==> src/rtl/mc_ctrl_pkg.sv <==
// mc_ctrl_pkg: shared definitions for the multi-cycle MIPS sequencing controller.
//   state_t      : FSM state codes (also visible on the debug state port)
//   NPC_*        : npc_op codes driven to the NPC
//   A3_SEL_*     : GRF write-address select codes
//   WD_SEL_*     : GRF write-data select codes
//   OP_* / FN_*  : opcode and funct field constants
//   mc_class_t   : one-hot instruction class produced by mc_class_dec
package mc_ctrl_pkg;

  typedef enum logic [2:0] {
    ST_FETCH  = 3'd0,
    ST_DECODE = 3'd1,
    ST_EXEC   = 3'd2,
    ST_MEM    = 3'd3,
    ST_WB     = 3'd4,
    ST_HALT   = 3'd7
  } state_t;

  localparam logic [1:0] NPC_PC4 = 2'd0;
  localparam logic [1:0] NPC_B   = 2'd1;
  localparam logic [1:0] NPC_J   = 2'd2;
  localparam logic [1:0] NPC_JR  = 2'd3;

  localparam logic [1:0] A3_SEL_RD = 2'd0;
  localparam logic [1:0] A3_SEL_RT = 2'd1;
  localparam logic [1:0] A3_SEL_RA = 2'd2;

  localparam logic [1:0] WD_SEL_ALU = 2'd0;
  localparam logic [1:0] WD_SEL_DM  = 2'd1;
  localparam logic [1:0] WD_SEL_PC4 = 2'd2;

  localparam logic [5:0] OP_RTYPE = 6'b000000;
  localparam logic [5:0] OP_ORI   = 6'b001101;
  localparam logic [5:0] OP_LUI   = 6'b001111;
  localparam logic [5:0] OP_ADDI  = 6'b001000;
  localparam logic [5:0] OP_LW    = 6'b100011;
  localparam logic [5:0] OP_SW    = 6'b101011;
  localparam logic [5:0] OP_BEQ   = 6'b000100;
  localparam logic [5:0] OP_BNE   = 6'b000101;
  localparam logic [5:0] OP_J     = 6'b000010;
  localparam logic [5:0] OP_JAL   = 6'b000011;

  localparam logic [5:0] FN_ADD = 6'b100000;
  localparam logic [5:0] FN_SUB = 6'b100010;
  localparam logic [5:0] FN_AND = 6'b100100;
  localparam logic [5:0] FN_OR  = 6'b100101;
  localparam logic [5:0] FN_SLT = 6'b101010;
  localparam logic [5:0] FN_SLL = 6'b000000;
  localparam logic [5:0] FN_JR  = 6'b001000;

  typedef struct packed {
    logic ralu;
    logic jr;
    logic ialu;
    logic lw;
    logic sw;
    logic br;
    logic j;
    logic jal;
    logic ill;
  } mc_class_t;

  function automatic logic is_ralu_funct(input logic [5:0] fn);
    return (fn == FN_ADD) || (fn == FN_SUB) || (fn == FN_AND) ||
           (fn == FN_OR)  || (fn == FN_SLT) || (fn == FN_SLL);
  endfunction

endpackage

==> src/rtl/mc_ctrl_if.sv <==
// mc_ctrl_if: request/acknowledge handshake between the controller and the
// instruction and data memories.
//   im_req / im_ack : instruction fetch request / instruction data valid
//   dm_req / dm_ack : data access request / data access complete
//   dm_we           : store qualifier, meaningful only while dm_req is high
// master = controller side, slave = memory side.
interface mc_ctrl_if;
  logic im_req;
  logic im_ack;
  logic dm_req;
  logic dm_we;
  logic dm_ack;

  modport master (output im_req, output dm_req, output dm_we,
                  input  im_ack, input  dm_ack);
  modport slave  (input  im_req, input  dm_req, input  dm_we,
                  output im_ack, output dm_ack);
endinterface

==> src/rtl/mc_ctrl_class_dec.sv <==
// mc_class_dec: combinational instruction classifier.
//   opcode : Instr[31:26]
//   funct  : Instr[5:0]
//   cls    : one-hot class; exactly one member is set for any input
module mc_class_dec
  import mc_ctrl_pkg::*;
(
  input  logic [5:0] opcode,
  input  logic [5:0] funct,
  output mc_class_t  cls
);

  always_comb begin
    cls = '0;
    if (opcode == OP_RTYPE) begin
      if (is_ralu_funct(funct))   cls.ralu = 1'b1;
      else if (funct == FN_JR)    cls.jr   = 1'b1;
      else                        cls.ill  = 1'b1;
    end else begin
      case (opcode)
        OP_ORI, OP_LUI, OP_ADDI: cls.ialu = 1'b1;
        OP_LW:                   cls.lw   = 1'b1;
        OP_SW:                   cls.sw   = 1'b1;
        OP_BEQ, OP_BNE:          cls.br   = 1'b1;
        OP_J:                    cls.j    = 1'b1;
        OP_JAL:                  cls.jal  = 1'b1;
        default:                 cls.ill  = 1'b1;
      endcase
    end
  end

endmodule

==> src/rtl/mc_ctrl.sv <==
// mc_ctrl: multi-cycle sequencing controller for the MIPS datapath.
// Decides when GRF/PC/IR/DM are written; the datapath decoder supplies the
// operation codes themselves.
//   clk, reset      : clock, synchronous active-low reset
//   opcode, funct   : instruction register fields
//   jump            : CMP branch-condition result
//   mem             : memory handshake (im_req/im_ack, dm_req/dm_we/dm_ack)
//   ir_we, grf_we, pc_we : one-cycle write strobes
//   npc_op, a3_sel, wd_sel : datapath selects
//   state           : current FSM state (debug)
//   illegal         : pulse on an unrecognised instruction
//   halted          : sticky memory-ack timeout
//   retired         : count of pc_we pulses
//
// state  | meaning
// FETCH  | request instruction, latch IR on im_ack
// DECODE | jumps and illegal instructions retire here
// EXEC   | branches retire here, others pick MEM or WB
// MEM    | data access, stores retire on dm_ack
// WB     | register write-back and PC+4
// HALT   | memory ack timeout, left only by reset
module mc_ctrl
  import mc_ctrl_pkg::*;
#(
  parameter int unsigned ACK_TIMEOUT = 16,
  parameter int unsigned CNT_W       = 32
) (
  input  logic             clk,
  input  logic             reset,
  input  logic [5:0]       opcode,
  input  logic [5:0]       funct,
  input  logic             jump,
  mc_ctrl_if.master        mem,
  output logic             ir_we,
  output logic             grf_we,
  output logic             pc_we,
  output logic [1:0]       npc_op,
  output logic [1:0]       a3_sel,
  output logic [1:0]       wd_sel,
  output logic [2:0]       state,
  output logic             illegal,
  output logic             halted,
  output logic [CNT_W-1:0] retired
);

  localparam int TMO_W = (ACK_TIMEOUT < 2) ? 1 : $clog2(ACK_TIMEOUT + 1);
  localparam logic [TMO_W-1:0] TMO_LOAD = TMO_W'(ACK_TIMEOUT);

  state_t           st_q, st_d;
  mc_class_t        cls;
  logic             halted_q;
  logic [TMO_W-1:0] tmo_q;
  logic [CNT_W-1:0] retired_q;
  logic             tmo_hit;
  logic             waiting;

  logic im_req_c, dm_req_c, dm_we_c, ir_we_c, grf_we_c, pc_we_c, illegal_c;
  logic [1:0] npc_op_c, a3_sel_c, wd_sel_c;

  mc_class_dec u_class_dec (
    .opcode (opcode),
    .funct  (funct),
    .cls    (cls)
  );

  // Down-counter holds the remaining wait budget; a value of 1 means this is
  // the last cycle a request may go unacknowledged.
  assign tmo_hit = (ACK_TIMEOUT != 0) && (tmo_q == TMO_W'(1));
  assign waiting = (im_req_c && !mem.im_ack) || (dm_req_c && !mem.dm_ack);

  always_comb begin
    st_d      = st_q;
    im_req_c  = 1'b0;
    dm_req_c  = 1'b0;
    dm_we_c   = 1'b0;
    ir_we_c   = 1'b0;
    grf_we_c  = 1'b0;
    pc_we_c   = 1'b0;
    illegal_c = 1'b0;
    npc_op_c  = NPC_PC4;
    a3_sel_c  = A3_SEL_RD;
    wd_sel_c  = WD_SEL_ALU;
    case (st_q)
      ST_FETCH: begin
        im_req_c = 1'b1;
        if (mem.im_ack) begin
          ir_we_c = 1'b1;
          st_d    = ST_DECODE;
        end else if (tmo_hit) begin
          st_d = ST_HALT;
        end
      end
      ST_DECODE: begin
        if (cls.j || cls.jal) begin
          pc_we_c  = 1'b1;
          npc_op_c = NPC_J;
          if (cls.jal) begin
            grf_we_c = 1'b1;
            a3_sel_c = A3_SEL_RA;
            wd_sel_c = WD_SEL_PC4;
          end
          st_d = ST_FETCH;
        end else if (cls.jr) begin
          pc_we_c  = 1'b1;
          npc_op_c = NPC_JR;
          st_d     = ST_FETCH;
        end else if (cls.ill) begin
          pc_we_c   = 1'b1;
          illegal_c = 1'b1;
          st_d      = ST_FETCH;
        end else begin
          st_d = ST_EXEC;
        end
      end
      ST_EXEC: begin
        if (cls.br) begin
          pc_we_c  = 1'b1;
          npc_op_c = jump ? NPC_B : NPC_PC4;
          st_d     = ST_FETCH;
        end else if (cls.lw || cls.sw) begin
          st_d = ST_MEM;
        end else if (cls.ralu || cls.ialu) begin
          st_d = ST_WB;
        end else begin
          st_d = ST_FETCH;
        end
      end
      ST_MEM: begin
        dm_req_c = 1'b1;
        dm_we_c  = cls.sw;
        if (mem.dm_ack) begin
          if (cls.sw) begin
            pc_we_c = 1'b1;
            st_d    = ST_FETCH;
          end else begin
            st_d = ST_WB;
          end
        end else if (tmo_hit) begin
          st_d = ST_HALT;
        end
      end
      ST_WB: begin
        grf_we_c = 1'b1;
        pc_we_c  = 1'b1;
        a3_sel_c = cls.ralu ? A3_SEL_RD : A3_SEL_RT;
        wd_sel_c = cls.lw ? WD_SEL_DM : WD_SEL_ALU;
        st_d     = ST_FETCH;
      end
      ST_HALT: st_d = ST_HALT;
      default: st_d = ST_FETCH;
    endcase
  end

  always_ff @(posedge clk) begin
    if (!reset) begin
      st_q      <= ST_FETCH;
      halted_q  <= 1'b0;
      tmo_q     <= TMO_LOAD;
      retired_q <= '0;
    end else begin
      st_q <= st_d;
      if (st_d == ST_HALT) halted_q <= 1'b1;
      // Any cycle without an outstanding unacknowledged request reloads the
      // budget, which covers entry to FETCH/MEM and every ack.
      if (waiting) tmo_q <= tmo_q - TMO_W'(1);
      else         tmo_q <= TMO_LOAD;
      retired_q <= retired_q + CNT_W'(pc_we_c);
    end
  end

  // While reset is held every output is forced low, withdrawing any request.
  assign mem.im_req = reset & im_req_c;
  assign mem.dm_req = reset & dm_req_c;
  assign mem.dm_we  = reset & dm_we_c;
  assign ir_we      = reset & ir_we_c;
  assign grf_we     = reset & grf_we_c;
  assign pc_we      = reset & pc_we_c;
  assign illegal    = reset & illegal_c;
  assign npc_op     = reset ? npc_op_c : NPC_PC4;
  assign a3_sel     = reset ? a3_sel_c : A3_SEL_RD;
  assign wd_sel     = reset ? wd_sel_c : WD_SEL_ALU;
  assign state      = reset ? st_q : ST_FETCH;
  assign halted     = reset & halted_q;
  assign retired    = reset ? retired_q : '0;

endmodule

==> src/flat_wrapper.sv <==
// flat-port wrapper written by rule: the top's interface ports become plain ports
module mc_ctrl_flat import mc_ctrl_pkg::*;
#(
  parameter int unsigned ACK_TIMEOUT = 16,
  parameter int unsigned CNT_W       = 32
)
  (clk, reset, opcode, funct, jump, ir_we, grf_we, pc_we, npc_op, a3_sel, wd_sel, state, illegal, halted, retired, mem_im_req, mem_dm_req, mem_dm_we, mem_im_ack, mem_dm_ack);
  mc_ctrl_if mem_i ();
  input  logic clk;
  input  logic reset;
  input  logic [5:0] opcode;
  input  logic [5:0] funct;
  input  logic jump;
  output logic ir_we;
  output logic grf_we;
  output logic pc_we;
  output logic [1:0] npc_op;
  output logic [1:0] a3_sel;
  output logic [1:0] wd_sel;
  output logic [2:0] state;
  output logic illegal;
  output logic halted;
  output logic [CNT_W-1:0] retired;
  output wire logic [$bits(mem_i.im_req)-1:0] mem_im_req;
  output wire logic [$bits(mem_i.dm_req)-1:0] mem_dm_req;
  output wire logic [$bits(mem_i.dm_we)-1:0] mem_dm_we;
  input wire logic [$bits(mem_i.im_ack)-1:0] mem_im_ack;
  input wire logic [$bits(mem_i.dm_ack)-1:0] mem_dm_ack;
  assign mem_im_req = mem_i.im_req;
  assign mem_dm_req = mem_i.dm_req;
  assign mem_dm_we = mem_i.dm_we;
  assign mem_i.im_ack = mem_im_ack;
  assign mem_i.dm_ack = mem_dm_ack;
  mc_ctrl #(.ACK_TIMEOUT(ACK_TIMEOUT), .CNT_W(CNT_W)) u_core (.clk(clk), .reset(reset), .opcode(opcode), .funct(funct), .jump(jump), .mem(mem_i), .ir_we(ir_we), .grf_we(grf_we), .pc_we(pc_we), .npc_op(npc_op), .a3_sel(a3_sel), .wd_sel(wd_sel), .state(state), .illegal(illegal), .halted(halted), .retired(retired));
endmodule
==> config.mk <==
export PLATFORM = sky130hd
export DESIGN_NAME = mc_ctrl_flat
export DESIGN_NICKNAME = d
export VERILOG_FILES = /design/src/rtl/mc_ctrl_pkg.sv /design/src/rtl/mc_ctrl_if.sv /design/src/rtl/mc_ctrl_class_dec.sv /design/src/rtl/mc_ctrl.sv /design/src/flat_wrapper.sv
export SDC_FILE = /design/constraint.sdc
export NUM_CORES = 1
export LEC_CHECK = 0
export CELL_PAD_IN_SITES_DETAIL_PLACEMENT = 1
export CELL_PAD_IN_SITES_GLOBAL_PLACEMENT = 2
export CORE_UTILIZATION = 30
export CTS_BUF_LIST = sky130_fd_sc_hd__clkbuf_4 sky130_fd_sc_hd__clkbuf_8 sky130_fd_sc_hd__clkbuf_16
export DETAILED_ROUTE_END_ITERATION = 16
export PLACE_DENSITY = 0.95
export SLEW_MARGIN = 10
export SYNTH_ARGS = -nofsm -noshare
export SYNTH_HDL_FRONTEND = slang
export SYNTH_SLANG_ARGS = --single-unit
==> constraint.sdc <==
create_clock -name clk -period 7.3 [get_ports clk]
set_input_delay 1.46 -clock clk [delete_from_list [all_inputs] [get_ports clk]]
set_output_delay 1.46 -clock clk [all_outputs]
set_load 0.01 [all_outputs]
==> flow_metrics.py <==
metrics = {
    "drt": {
        "vias_per_cell": 4.998,
        "num_vias": 2409,
        "post_drt_wl_per_cell_um": 13.71,
        "drc_errors": 0,
        "drtPass1Iterations": 4,
        "drt-total-wl_um": 6606,
        "ant_nets": 0,
        "drt_iter0_markers": 41,
    },
    "setup_path": {
        "rr_worst_depth": 10,
        "critPathCaptureType": "output pin",
        "crit_start": "opcode[2]",
        "start_kind": "primary input",
        "cp_data_arrival_time_ps": 3810,
        "timing.rr.start": "u_core.st_q[1]",
        "critical_path_peak_fanout": 12,
        "cp.required_ps": 5840,
        "r2r_end": "u_core.retired_q[30]",
        "crit_type": "primary input to output pin",
        "endpoint": "pc_we",
        "reg2reg_setup_slack_ps": 4280,
    },
    "pwr": {
        "power.leakage_nw": 1.260,
        "power.total_w": 0.0004276,
        "ir_drop_v": 0.00006444,
        "p_per_area_mw_per_mm2": 126.1,
    },
    "sta": {
        "timing.final.max_slew_violations": 0,
        "clock_skew_ps": 5.132,
        "period_share": 0.7214,
        "period_minus_slack_ps": 5266,
        "rsz0062_at_grt": "no",
        "tightest_slew_ps": 536.8,
        "fin_tns_setup_ps": 0,
        "holdWs_ps": 468.0,
        "fmax_mhz": 189.9,
        "setup_viol": 0,
        "max-slew-margin-rel": 0.6422,
        "finalHoldViolations": 0,
    },
    "floorplan": {
        "die_h_um": 95.23,
        "die-area_mm2": 0.009069,
        "core_area_mm2": 0.008299,
        "start_util": 0.3142,
        "rows": 33,
        "io-pin-count": 66,
        "die_x_um": 95.23,
    },
    "finish": {
        "fillers": 1023,
        "antenna_cells": 0,
        "final_cell_area_mm2": 0.003390,
        "drive_gt1_frac": 0.06366,
        "nets": 397,
        "layoutNonFillerInstCount": 482,
        "area_delta_synth_final_pct": 29.99,
    },
    "yosys": {
        "syn_area_per_cell_um2": 8.123,
        "yosysMostFrequentCell": "and2_1",
        "syn_area_mm2": 0.002608,
        "ys_ff_latch": 41,
        "seq_area_frac_synth": 0.3148,
        "yosysTopAreaCellShare": 0.3148,
        "synth_top_cells_by_count": "and2_1 (60), dfxtp_1 (41), nand2_1 (23)",
        "ys_warn_count": 0,
        "synth_ff_type": "dfxtp_1",
        "netlist_instances": 321,
        "synth_cell_type_count": 57,
        "synth.largest_area_cell": "dfxtp_1",
        "async_flop_share": 0,
        "synth_edf_count": 0,
        "syn_nets": 342,
        "synthTopCellsByArea": "dfxtp_1 (31%), and2_1 (14%), xor2_1 (4.4%)",
    },
    "clock_network": {
        "cts.path.max_buffers": 2,
        "cts_root_buf": "clkbuf_8",
        "cts_tree": "done",
        "clkTransAtPathRegs_ps": 80,
        "cts_buffers": 5,
        "holdBufCountCts": 0,
        "clk_latency_ps": 300,
        "ctsResizeCount": 0,
        "post_cts_buffers": 0,
        "htreeDepth": 2,
        "cts_sinks": 41,
    },
    "placed_design": {
        "post_dp_cell_area_mm2": 0.003303,
        "dp_hpwl_um": 4890,
        "io_buffers": 65,
        "dp.cells": 474,
        "place_congestion": 0.7778,
    },
    "global_route": {
        "globalRouteTotalUtil": 0.1554,
        "antenna_found_initial": 0,
        "grt_pass1_wl_um": 11270,
        "grt_max_degree": 76,
        "gr-total-overflow": 0,
        "grt_pass1_vias": 2393,
    },
    "job": {
        "cap_violations": 0,
    },
    "outcome": {
        "status": "completed",
    },
    "hold_path": {
        "hold_class": "flop to flop",
    },
}
routing by layer:
layer	track usage	wire length, um
met5	0	0
met3	0.02632	231
met4	0.05429	114
met2	0.2613	3109
met1	0.1990	3152
critical path, stage by stage:
cell	delay (ps)
clkdlybuf4s50_1	590
nand4b_1	270
or3b_1	420
o22a_1	200
o22ai_1	190
o2bb2ai_1	140
clkdlybuf4s50_1	560
cell type report:
type | instances | area, um^2 | share of cell area
Inverter | 11 | 41.29 | 0.01218
Sequential cell | 41 | 820.8 | 0.2422
Clock inverter | 3 | 17.52 | 0.005168
Multi-Input combinational cell | 251 | 1657 | 0.4887
Clock buffer | 5 | 68.82 | 0.02030
Tap cell | 105 | 131.4 | 0.03876
Timing Repair Buffer | 66 | 653.1 | 0.1927
registers in the layout, summed over array words and instances, names as in the netlist:
name	flops
u_core.retired_q	32
u_core.tmo_q	5
u_core.st_q	3
u_core.halted_q	1
how the worst min path moves through the flow:
stage	cells after the start	slack [ps]	endpoint	start
4_1_cts	2	470	u_core.halted_q	u_core.halted_q
2_1_floorplan	1	430	u_core.tmo_q[0]	u_core.tmo_q[0]
5_1_grt	2	500	u_core.halted_q	u_core.halted_q
3_5_place_dp	2	460	u_core.halted_q	u_core.halted_q
6_report	2	470	u_core.halted_q	u_core.halted_q
3_3_place_gp	1	440	u_core.tmo_q[0]	u_core.tmo_q[0]
metrics by stage:
step / setup slack, ps / util
after floorplan: 3174 / -
after global placement: 2080 / 0.3980
final: 2034 / 0.4084
after global routing: 1912 / 0.4084
after CTS: 2034 / 0.4084
after detailed placement: 2042 / 0.3980
placed cells by master, fill, tap and decap left out, types with 3 or more instances in the layout:
cell and instances:
xnor2_1 10, nand2b_1 3, and2_1 60, clkdlybuf4s50_1 64
nand3b_1 3, inv_1 11, and4_1 3, o21ai_0 11
nand2_1 23, nand3_1 12, nor4_1 4, nor2_1 16
clkbuf_8 5, xor2_1 13, ha_1 4, a31oi_1 3
nor3_1 18, a21oi_1 7, or4b_1 3, mux2_2 3
or3_1 5, nor2b_1 3, dfxtp_1 41, and4_4 3
a21boi_0 4
logic make-up (layout without fill, tap and decap cells):
family	count (synthesis)	after routing	synth area share
buffers and inverters	29	85	0.04990
AOI/OAI and AO/OA	44	44	0.1118
muxes	3	3	0.01295
and+or+nand+nor	177	177	0.4141
DFF	41	41	0.3148
adders and majority gates	4	4	0.01919
xor gates and xnor gates	23	23	0.07725
report_power, final:
part / total, W / leakage [nW] / internal (W) / switching (W)
sequential: 0.000231 / 0.331 / 0.000227 / 0.00000442
combinational: 0.0000464 / 0.885 / 0.0000236 / 0.0000229
clock: 0.000150 / 0.0439 / 0.0000661 / 0.0000838
total: 0.000428 / 1.26 / 0.000317 / 0.000111
No activity file was read; power rests on OpenSTA's default activity.
